`src/rtl/adbg_tap_pkg.sv`:
```
// adbg_tap shared definitions: TAP state encoding, opcodes, IR capture
// pattern and the instruction-to-data-register decode.
// Optional feature macro: ADBG_TAP_IDCODE_EN (IDCODE register and opcode).
package adbg_tap_pkg;

    typedef enum logic [3:0] {
        ST_TEST_LOGIC_RESET = 4'd0,
        ST_RUN_TEST_IDLE    = 4'd1,
        ST_SELECT_DR        = 4'd2,
        ST_CAPTURE_DR       = 4'd3,
        ST_SHIFT_DR         = 4'd4,
        ST_EXIT1_DR         = 4'd5,
        ST_PAUSE_DR         = 4'd6,
        ST_EXIT2_DR         = 4'd7,
        ST_UPDATE_DR        = 4'd8,
        ST_SELECT_IR        = 4'd9,
        ST_CAPTURE_IR       = 4'd10,
        ST_SHIFT_IR         = 4'd11,
        ST_EXIT1_IR         = 4'd12,
        ST_PAUSE_IR         = 4'd13,
        ST_EXIT2_IR         = 4'd14,
        ST_UPDATE_IR        = 4'd15
    } tap_state_e;

    typedef enum logic [1:0] {
        DR_BYPASS = 2'd0,
        DR_IDCODE = 2'd1,
        DR_DEBUG  = 2'd2
    } dr_sel_e;

    localparam logic [3:0] OP_IDCODE  = 4'b0010;
    localparam logic [3:0] OP_DEBUG   = 4'b1000;
    localparam logic [3:0] OP_BYPASS  = 4'b1111;
    localparam logic [3:0] IR_CAPTURE = 4'b0101;

    // Map a latched opcode onto the data register it selects; anything
    // unrecognised falls back to the 1-bit bypass register.
    function automatic dr_sel_e decode_dr(input logic [3:0] op);
        dr_sel_e sel;
        case (op)
            OP_DEBUG:  sel = DR_DEBUG;
`ifdef ADBG_TAP_IDCODE_EN
            OP_IDCODE: sel = DR_IDCODE;
`else
            OP_IDCODE: sel = DR_BYPASS;
`endif
            OP_BYPASS: sel = DR_BYPASS;
            default:   sel = DR_BYPASS;
        endcase
        return sel;
    endfunction

endpackage

```
`src/rtl/adbg_tap_fsm.sv`:
```
// adbg_tap_fsm: IEEE 1149.1 TAP controller state machine with one-hot
// decodes of the current state, all combinational from the state register.
//
// state             | meaning
// ------------------+---------------------------------------------------
// TEST_LOGIC_RESET  | test logic idle, instruction forced to reset value
// RUN_TEST_IDLE     | idle between scans
// SELECT_DR / _IR   | branch point into DR or IR column
// CAPTURE_DR / _IR  | parallel load of the selected shift register
// SHIFT_DR / _IR    | serial shift, TDO driven
// EXIT1/2_DR / _IR  | leave shift, to pause or update
// PAUSE_DR / _IR    | hold shift register contents
// UPDATE_DR / _IR   | commit; UPDATE_IR latches the new instruction
module adbg_tap_fsm
    import adbg_tap_pkg::*;
(
    input  logic tck,
    input  logic rst_n,
    input  logic tms,
    output logic test_logic_reset,
    output logic run_test_idle,
    output logic capture_dr,
    output logic shift_dr,
    output logic pause_dr,
    output logic update_dr,
    output logic capture_ir,
    output logic shift_ir,
    output logic update_ir,
    output logic enter_reset
);

    tap_state_e state;
    tap_state_e state_next;

    // State register, advanced on every rising TCK edge.
    always_ff @(posedge tck or negedge rst_n) begin
        if (!rst_n) begin
            state <= ST_TEST_LOGIC_RESET;
        end else begin
            state <= state_next;
        end
    end

    // Standard TMS transition table.
    always_comb begin
        state_next = ST_TEST_LOGIC_RESET;
        case (state)
            ST_TEST_LOGIC_RESET: state_next = tms ? ST_TEST_LOGIC_RESET : ST_RUN_TEST_IDLE;
            ST_RUN_TEST_IDLE:    state_next = tms ? ST_SELECT_DR        : ST_RUN_TEST_IDLE;
            ST_SELECT_DR:        state_next = tms ? ST_SELECT_IR        : ST_CAPTURE_DR;
            ST_CAPTURE_DR:       state_next = tms ? ST_EXIT1_DR         : ST_SHIFT_DR;
            ST_SHIFT_DR:         state_next = tms ? ST_EXIT1_DR         : ST_SHIFT_DR;
            ST_EXIT1_DR:         state_next = tms ? ST_UPDATE_DR        : ST_PAUSE_DR;
            ST_PAUSE_DR:         state_next = tms ? ST_EXIT2_DR         : ST_PAUSE_DR;
            ST_EXIT2_DR:         state_next = tms ? ST_UPDATE_DR        : ST_SHIFT_DR;
            ST_UPDATE_DR:        state_next = tms ? ST_SELECT_DR        : ST_RUN_TEST_IDLE;
            ST_SELECT_IR:        state_next = tms ? ST_TEST_LOGIC_RESET : ST_CAPTURE_IR;
            ST_CAPTURE_IR:       state_next = tms ? ST_EXIT1_IR         : ST_SHIFT_IR;
            ST_SHIFT_IR:         state_next = tms ? ST_EXIT1_IR         : ST_SHIFT_IR;
            ST_EXIT1_IR:         state_next = tms ? ST_UPDATE_IR        : ST_PAUSE_IR;
            ST_PAUSE_IR:         state_next = tms ? ST_EXIT2_IR         : ST_PAUSE_IR;
            ST_EXIT2_IR:         state_next = tms ? ST_UPDATE_IR        : ST_SHIFT_IR;
            ST_UPDATE_IR:        state_next = tms ? ST_SELECT_DR        : ST_RUN_TEST_IDLE;
            default:             state_next = ST_TEST_LOGIC_RESET;
        endcase
    end

    // One-hot decodes; enter_reset looks ahead so the instruction reloads
    // on the same edge that lands in Test-Logic-Reset.
    always_comb begin
        test_logic_reset = (state == ST_TEST_LOGIC_RESET);
        run_test_idle    = (state == ST_RUN_TEST_IDLE);
        capture_dr       = (state == ST_CAPTURE_DR);
        shift_dr         = (state == ST_SHIFT_DR);
        pause_dr         = (state == ST_PAUSE_DR);
        update_dr        = (state == ST_UPDATE_DR);
        capture_ir       = (state == ST_CAPTURE_IR);
        shift_ir         = (state == ST_SHIFT_IR);
        update_ir        = (state == ST_UPDATE_IR);
        enter_reset      = (state_next == ST_TEST_LOGIC_RESET);
    end

endmodule

```
`src/rtl/adbg_tap.sv`:
```
// adbg_tap: JTAG TAP for the debug module. Holds the IR, bypass and
// optional IDCODE registers and the negedge TDO flop; sequencing lives in
// adbg_tap_fsm.
// Optional feature macro: ADBG_TAP_IDCODE_EN (32-bit IDCODE register and
// opcode; without it 4'b0010 behaves as BYPASS and reset selects BYPASS).
module adbg_tap
    import adbg_tap_pkg::*;
#(
    parameter logic [31:0] IDCODE_VALUE = 32'h149511C3,
    parameter int unsigned IR_LENGTH    = 4
) (
    input  logic tck_i,
    input  logic rst_ni,
    input  logic tms_i,
    input  logic tdi_i,
    output logic tdo_o,
    output logic tdo_oe_o,
    input  logic debug_tdo_i,
    output logic tdi_o,
    output logic test_logic_reset_o,
    output logic run_test_idle_o,
    output logic shift_dr_o,
    output logic pause_dr_o,
    output logic update_dr_o,
    output logic capture_dr_o,
    output logic debug_select_o
);

`ifdef ADBG_TAP_IDCODE_EN
    localparam logic [IR_LENGTH-1:0] IR_RESET = IR_LENGTH'(OP_IDCODE);
`else
    localparam logic [IR_LENGTH-1:0] IR_RESET = IR_LENGTH'(OP_BYPASS);
`endif
    localparam logic [IR_LENGTH-1:0] IR_CAPTURE_VAL = IR_LENGTH'(IR_CAPTURE);

    logic capture_dr;
    logic shift_dr;
    logic capture_ir;
    logic shift_ir;
    logic update_ir;
    logic enter_reset;

    logic [IR_LENGTH-1:0] ir_sr;
    logic [IR_LENGTH-1:0] ir_latched;
    logic                 bypass_reg;
    logic                 idcode_tdo;
    logic                 dr_tdo;
    logic                 tdo_next;
    dr_sel_e              dr_sel;

    adbg_tap_fsm u_fsm (
        .tck              (tck_i),
        .rst_n            (rst_ni),
        .tms              (tms_i),
        .test_logic_reset (test_logic_reset_o),
        .run_test_idle    (run_test_idle_o),
        .capture_dr       (capture_dr),
        .shift_dr         (shift_dr),
        .pause_dr         (pause_dr_o),
        .update_dr        (update_dr_o),
        .capture_ir       (capture_ir),
        .shift_ir         (shift_ir),
        .update_ir        (update_ir),
        .enter_reset      (enter_reset)
    );

    assign shift_dr_o     = shift_dr;
    assign capture_dr_o   = capture_dr;
    assign tdo_oe_o       = shift_dr | shift_ir;
    assign tdi_o          = tdi_i;
    assign dr_sel         = decode_dr(4'(ir_latched));
    assign debug_select_o = (dr_sel == DR_DEBUG);

    // IR shift register: fixed capture pattern, shifts in at MSB.
    always_ff @(posedge tck_i or negedge rst_ni) begin
        if (!rst_ni) begin
            ir_sr <= IR_CAPTURE_VAL;
        end else if (capture_ir) begin
            ir_sr <= IR_CAPTURE_VAL;
        end else if (shift_ir) begin
            ir_sr <= {tdi_i, ir_sr[IR_LENGTH-1:1]};
        end
    end

    // Latched instruction: committed when leaving Update-IR, restored on
    // any TMS-driven entry to Test-Logic-Reset.
    always_ff @(posedge tck_i or negedge rst_ni) begin
        if (!rst_ni) begin
            ir_latched <= IR_RESET;
        end else if (enter_reset) begin
            ir_latched <= IR_RESET;
        end else if (update_ir) begin
            ir_latched <= ir_sr;
        end
    end

    // Bypass register: cleared on capture, one-bit delay while shifting.
    always_ff @(posedge tck_i or negedge rst_ni) begin
        if (!rst_ni) begin
            bypass_reg <= 1'b0;
        end else if (dr_sel == DR_BYPASS) begin
            if (capture_dr) begin
                bypass_reg <= 1'b0;
            end else if (shift_dr) begin
                bypass_reg <= tdi_i;
            end
        end
    end

`ifdef ADBG_TAP_IDCODE_EN
    localparam logic [31:0] IDCODE_SEED = {IDCODE_VALUE[31:1], 1'b1};

    logic [31:0] idcode_sr;

    // IDCODE register: loaded on capture, shifted out LSB first.
    always_ff @(posedge tck_i or negedge rst_ni) begin
        if (!rst_ni) begin
            idcode_sr <= IDCODE_SEED;
        end else if (dr_sel == DR_IDCODE) begin
            if (capture_dr) begin
                idcode_sr <= IDCODE_SEED;
            end else if (shift_dr) begin
                idcode_sr <= {tdi_i, idcode_sr[31:1]};
            end
        end
    end

    assign idcode_tdo = idcode_sr[0];
`else
    logic unused_idcode;

    assign idcode_tdo    = 1'b0;
    assign unused_idcode = ^IDCODE_VALUE;
`endif

    // Serial output of the data register picked by the instruction.
    always_comb begin
        dr_tdo = bypass_reg;
        case (dr_sel)
            DR_DEBUG:  dr_tdo = debug_tdo_i;
            DR_IDCODE: dr_tdo = idcode_tdo;
            default:   dr_tdo = bypass_reg;
        endcase
    end

    // TDO source depends on which column is shifting; quiet otherwise.
    always_comb begin
        tdo_next = 1'b0;
        if (shift_ir) begin
            tdo_next = ir_sr[0];
        end else if (shift_dr) begin
            tdo_next = dr_tdo;
        end
    end

    // TDO retimed to the falling edge so it is stable at the next rise.
    always_ff @(negedge tck_i or negedge rst_ni) begin
        if (!rst_ni) begin
            tdo_o <= 1'b0;
        end else begin
            tdo_o <= tdo_next;
        end
    end

endmodule

```
`config.mk`:
```
export PLATFORM = sky130hd
export DESIGN_NAME = adbg_tap
export DESIGN_NICKNAME = d
export VERILOG_FILES = /design/src/rtl/adbg_tap_pkg.sv /design/src/rtl/adbg_tap_fsm.sv /design/src/rtl/adbg_tap.sv
export SDC_FILE = /design/constraint.sdc
export NUM_CORES = 1
export LEC_CHECK = 0
export ABC_AREA = 0
export BUFFER_PORTS_ARGS = -buffer_cell sky130_fd_sc_hd__buf_4
export CORE_ASPECT_RATIO = 0.6
export CORE_UTILIZATION = 25
export CTS_CLUSTER_SIZE = 16
export DETAILED_ROUTE_END_ITERATION = 12
export GPL_TIMING_DRIVEN = 0
export MAX_ROUTING_LAYER = met4
export PLACE_DENSITY = 0.4
export SLEW_MARGIN = 20
export SYNTH_ARGS = -nofsm -noshare
export SYNTH_HDL_FRONTEND = slang
export SYNTH_SLANG_ARGS = --single-unit
```
`constraint.sdc`:
```
create_clock -name tck_i -period 3.5 [get_ports tck_i]
set_clock_uncertainty 0.05 [all_clocks]
set_input_delay 0.7 -clock tck_i [delete_from_list [all_inputs] [get_ports tck_i]]
set_output_delay 0.7 -clock tck_i [all_outputs]
set_load 0.02 [all_outputs]
```
After elaboration in Yosys (flattened, before gate mapping)
Index checks and enable logic that the tools add are counted.
{ "totals": {"latch_bits": 0, "rom_bits": 0, "inputBits": 5, "mem_count": 0, "output_inout_bits": 10, "mem_bits_rw": 0, "reg_bits": 14} }
{ "op_classes": {"n_div": 0, "add_sub_neg": 0, "n_mux": 23, "magnitude_cmp": 0, "n_shift": 0, "reduce_logical": 10, "n_mul": 0, "bitwise": 1, "n_eq_ne": 18} }
{ "op_table": {"columns": ["cell", "count"], "rows": [
  ["$pmux 4 s12", 1],
  ["$eq 4x4->1 const B", 9],
  ["$mux 4", 8],
  ["$eq 4x3->1 const B", 4],
  ["$eq 4x2->1 const B", 2],
  ["$logic_not 4->1", 2],
  ["$mux 2", 4],
  ["$mux 1", 7],
  ["$mux 3", 2],
  ["$reduce_bool 2->1", 3],
  ["$eq 4x1->1 const B", 1],
  ["$reduce_or 2->1", 2],
  ["$reduce_or 3->1", 1],
  ["$eq 2x1->1 const B", 1],
  ["$eq 2x2->1 const B", 1],
  ["$logic_not 2->1", 1],
  ["$pmux 1 s2", 1],
  ["$reduce_and 2->1", 1],
  ["$or 1x1->1", 1]
]} }

Longest topological paths before layout
{ "depth": {"word_depth": 6, "ltp_mapped": 6, "mapped_depth_nobuf": 5} }

Modules after synthesis
From an unflattened synthesis, not the netlist that was laid out.
{ "hier_totals": {"cells_unflattened": 93, "area_unflattened_um2": 900.9} }
{ "modules_own_cells": {"columns": ["mod", "area_each_um2", "instances", "seq_area_each_um2", "cells_per_inst"], "rows": [
  ["adbg_tap", 475.5, 1, 257.7, 38],
  ["adbg_tap_fsm", 425.4, 1, 100.1, 55]
]} }

==> results_dict.tcl <==
set metrics [dict create \
    ant_nets 0 \
    cts_sinks 14 \
    wl_um 2220 \
    rsz0062_at_grt "false" \
    tightest_slew_ps 308 \
    place_hpwl_um 1610 \
    cts_buffers 3 \
    start_util 0.278 \
    critPathMaxStageDelay_ps 390 \
    crit_buf_inv 1 \
    tns_ps 0 \
    p_total_uw 970 \
    syn_area_per_cell_um2 8.71 \
    synth.net_count 102 \
    hold_viol 0 \
    dpl_worst_slack_ps 244 \
    ys_seq_area_frac 0.424 \
    htree_num_levels 1 \
    drive_gt1_frac 0.330 \
    areaGrowthSynthToFinish_pct 25.2 \
    drc 0 \
    finalSetupViolations 0 \
    antenna_cells 0 \
    syn_area_um2 845 \
    synth-edff-count 0 \
    cp_cell_sequence "buf_4" \
    cp-start-kind "register" \
    grtUsageTotal 0.145 \
    p_leak_nw 0.491 \
    clk_latency_ps 250 \
    end_kind "output port" \
    root_buffer "clkbuf_8" \
    post_cts_buffers 0 \
    core_um2 3040 \
    clkTransAtPathRegs_ps 60 \
    synth_flop_cell "dfrtp_1" \
    antenna_found_initial 0 \
    ir_worst_vdd_mv 0.195 \
    nNetsFinal 121 \
    maxSlewHeadroom 0.793 \
    n_fill_cell 325 \
    whs_ps 245 \
    cts_tree "done" \
    die_area_um2 3620 \
    drt-wirelength-per-cell_um 14.2 \
    critPathKind "register to output port" \
    hp-class "primary input to async pin" \
    gp_congestion 0.752 \
    synth_top_area_frac 0.207 \
    layout_setup_ws_ps 220 \
    num_vias 740 \
    netlist_top_cells_area "dfrtp_1 21%, dfstp_2 19%, nand2_1 8.4%, mux2i_1 4.7%, buf_2 4.1%" \
    synth_top_area_cell "dfrtp_1" \
    synth-async-reset-ratio 1.00 \
    via_per_inst 4.71 \
    netlist-cell-type-count 33 \
    grt_max_degree 15 \
    netlist_instances 97 \
    cp.arrival_ps 2530 \
    cts_buffer_depth 2 \
    grt_pass1_vias 696 \
    required_ps 2750 \
    grt.overflow.total 0 \
    cts_resized 0 \
    stdcell_count 157 \
    yosysMostFrequentCell "nand2_1" \
    grt_first_pass_wirelength_um 3700 \
    drv_slew 0 \
    synthTopCellsByCount "19 x nand2_1, 7 x buf_2, 7 x dfrtp_1" \
    first_iter_violations 25 \
    die_w_um 77.0 \
    crit_family "flip-flops" \
    yosys_register_bits 14 \
    cts_hold_buffers 0 \
    ios 15 \
    drv_cap 0 \
    p_per_area_nw_per_um2 917 \
    port_buffers 14 \
    dieHeight_um 47.0 \
    dp.cells 153 \
    row_count 15 \
    crit_fanout 1 \
    drt-pass1-iter-count 4 \
    cpMaxStageDelayCell "dfrtn_1" \
    status "completed" \
    reg_top3 "ir_latched (4), ir_sr (4), u_fsm.state (4)" \
    ys_warn_count 0 \
]
[kinds of logic after synthesis]
logic type | Yosys count | synth area share
AO/OA/AOI/OAI | 20 | 0.153
XOR/XNOR | 2 | 0.0207
buffers and inverters | 12 | 0.0726
flip-flops | 14 | 0.424
AND/OR/NAND/NOR | 45 | 0.283
multiplexers | 4 | 0.0474
[cell type report]
cell class	count	area, µm²	share of cell area
well taps	42	52.6	0.0497
inverters	3	11.3	0.0107
plain buffers	9	50.0	0.0473
multi-input cells	71	425	0.402
flip-flops and latches	14	358	0.338
repair buffers	14	105	0.0994
clock buffers	4	55.1	0.0521
[where the power goes]
group / total [mW] / switching [mW] / internal (mW)
sequential: 0.294 / 0.0435 / 0.250
combinational: 0.514 / 0.308 / 0.206
clock: 0.162 / 0.0619 / 0.0997
[layer usage]
layer | wire length [µm] | vias up | global-route usage
met4 | 8 | 0 | 0.0340
li1 | - | 375 | -
met2 | 801 | 17 | 0.195
met3 | 116 | 2 | 0.0466
met1 | 1300 | 346 | 0.207
met5 | 0 | - | -
[layout by cell type (no fill, tap or decap), drive strengths merged, types with 2 or more instances in the layout]
master,n
a311oi,2
buf,23
nand2,19
nor3,4
nand2b,5
dfstp,6
dfrtp,7
nand3,3
nor4,2
a21oi,3
inv,2
o21ai,9
clkbuf,4
mux2i,4
xnor2,2
nor2,6
[per-stage QoR]
stage,utilization,cell area (µm²)
floorplan,-,845
CTS,0.348,1060
detailed placement,0.330,1000
global placement,0.330,1000
global route,0.348,1060
finish,0.348,1060
[path summary, 6_finish.rpt]
path | slack, ps | cells past startpoint | start | end
max | 220 | 1 | tdo_o | tdo_o
min reg2reg | 440 | 2 | ir_sr[2] | ir_sr[2]
max reg2reg | 270 | 4 | ir_latched[3] | tdo_o
min | 250 | 1 | rst_ni | u_fsm.state[1]
min in group tck_i | 440 | 2 | ir_sr[2] | ir_sr[2]
max in group asynchronous | 1320 | 1 | rst_ni | tdo_o
No activity file was read; power rests on OpenSTA's default activity.
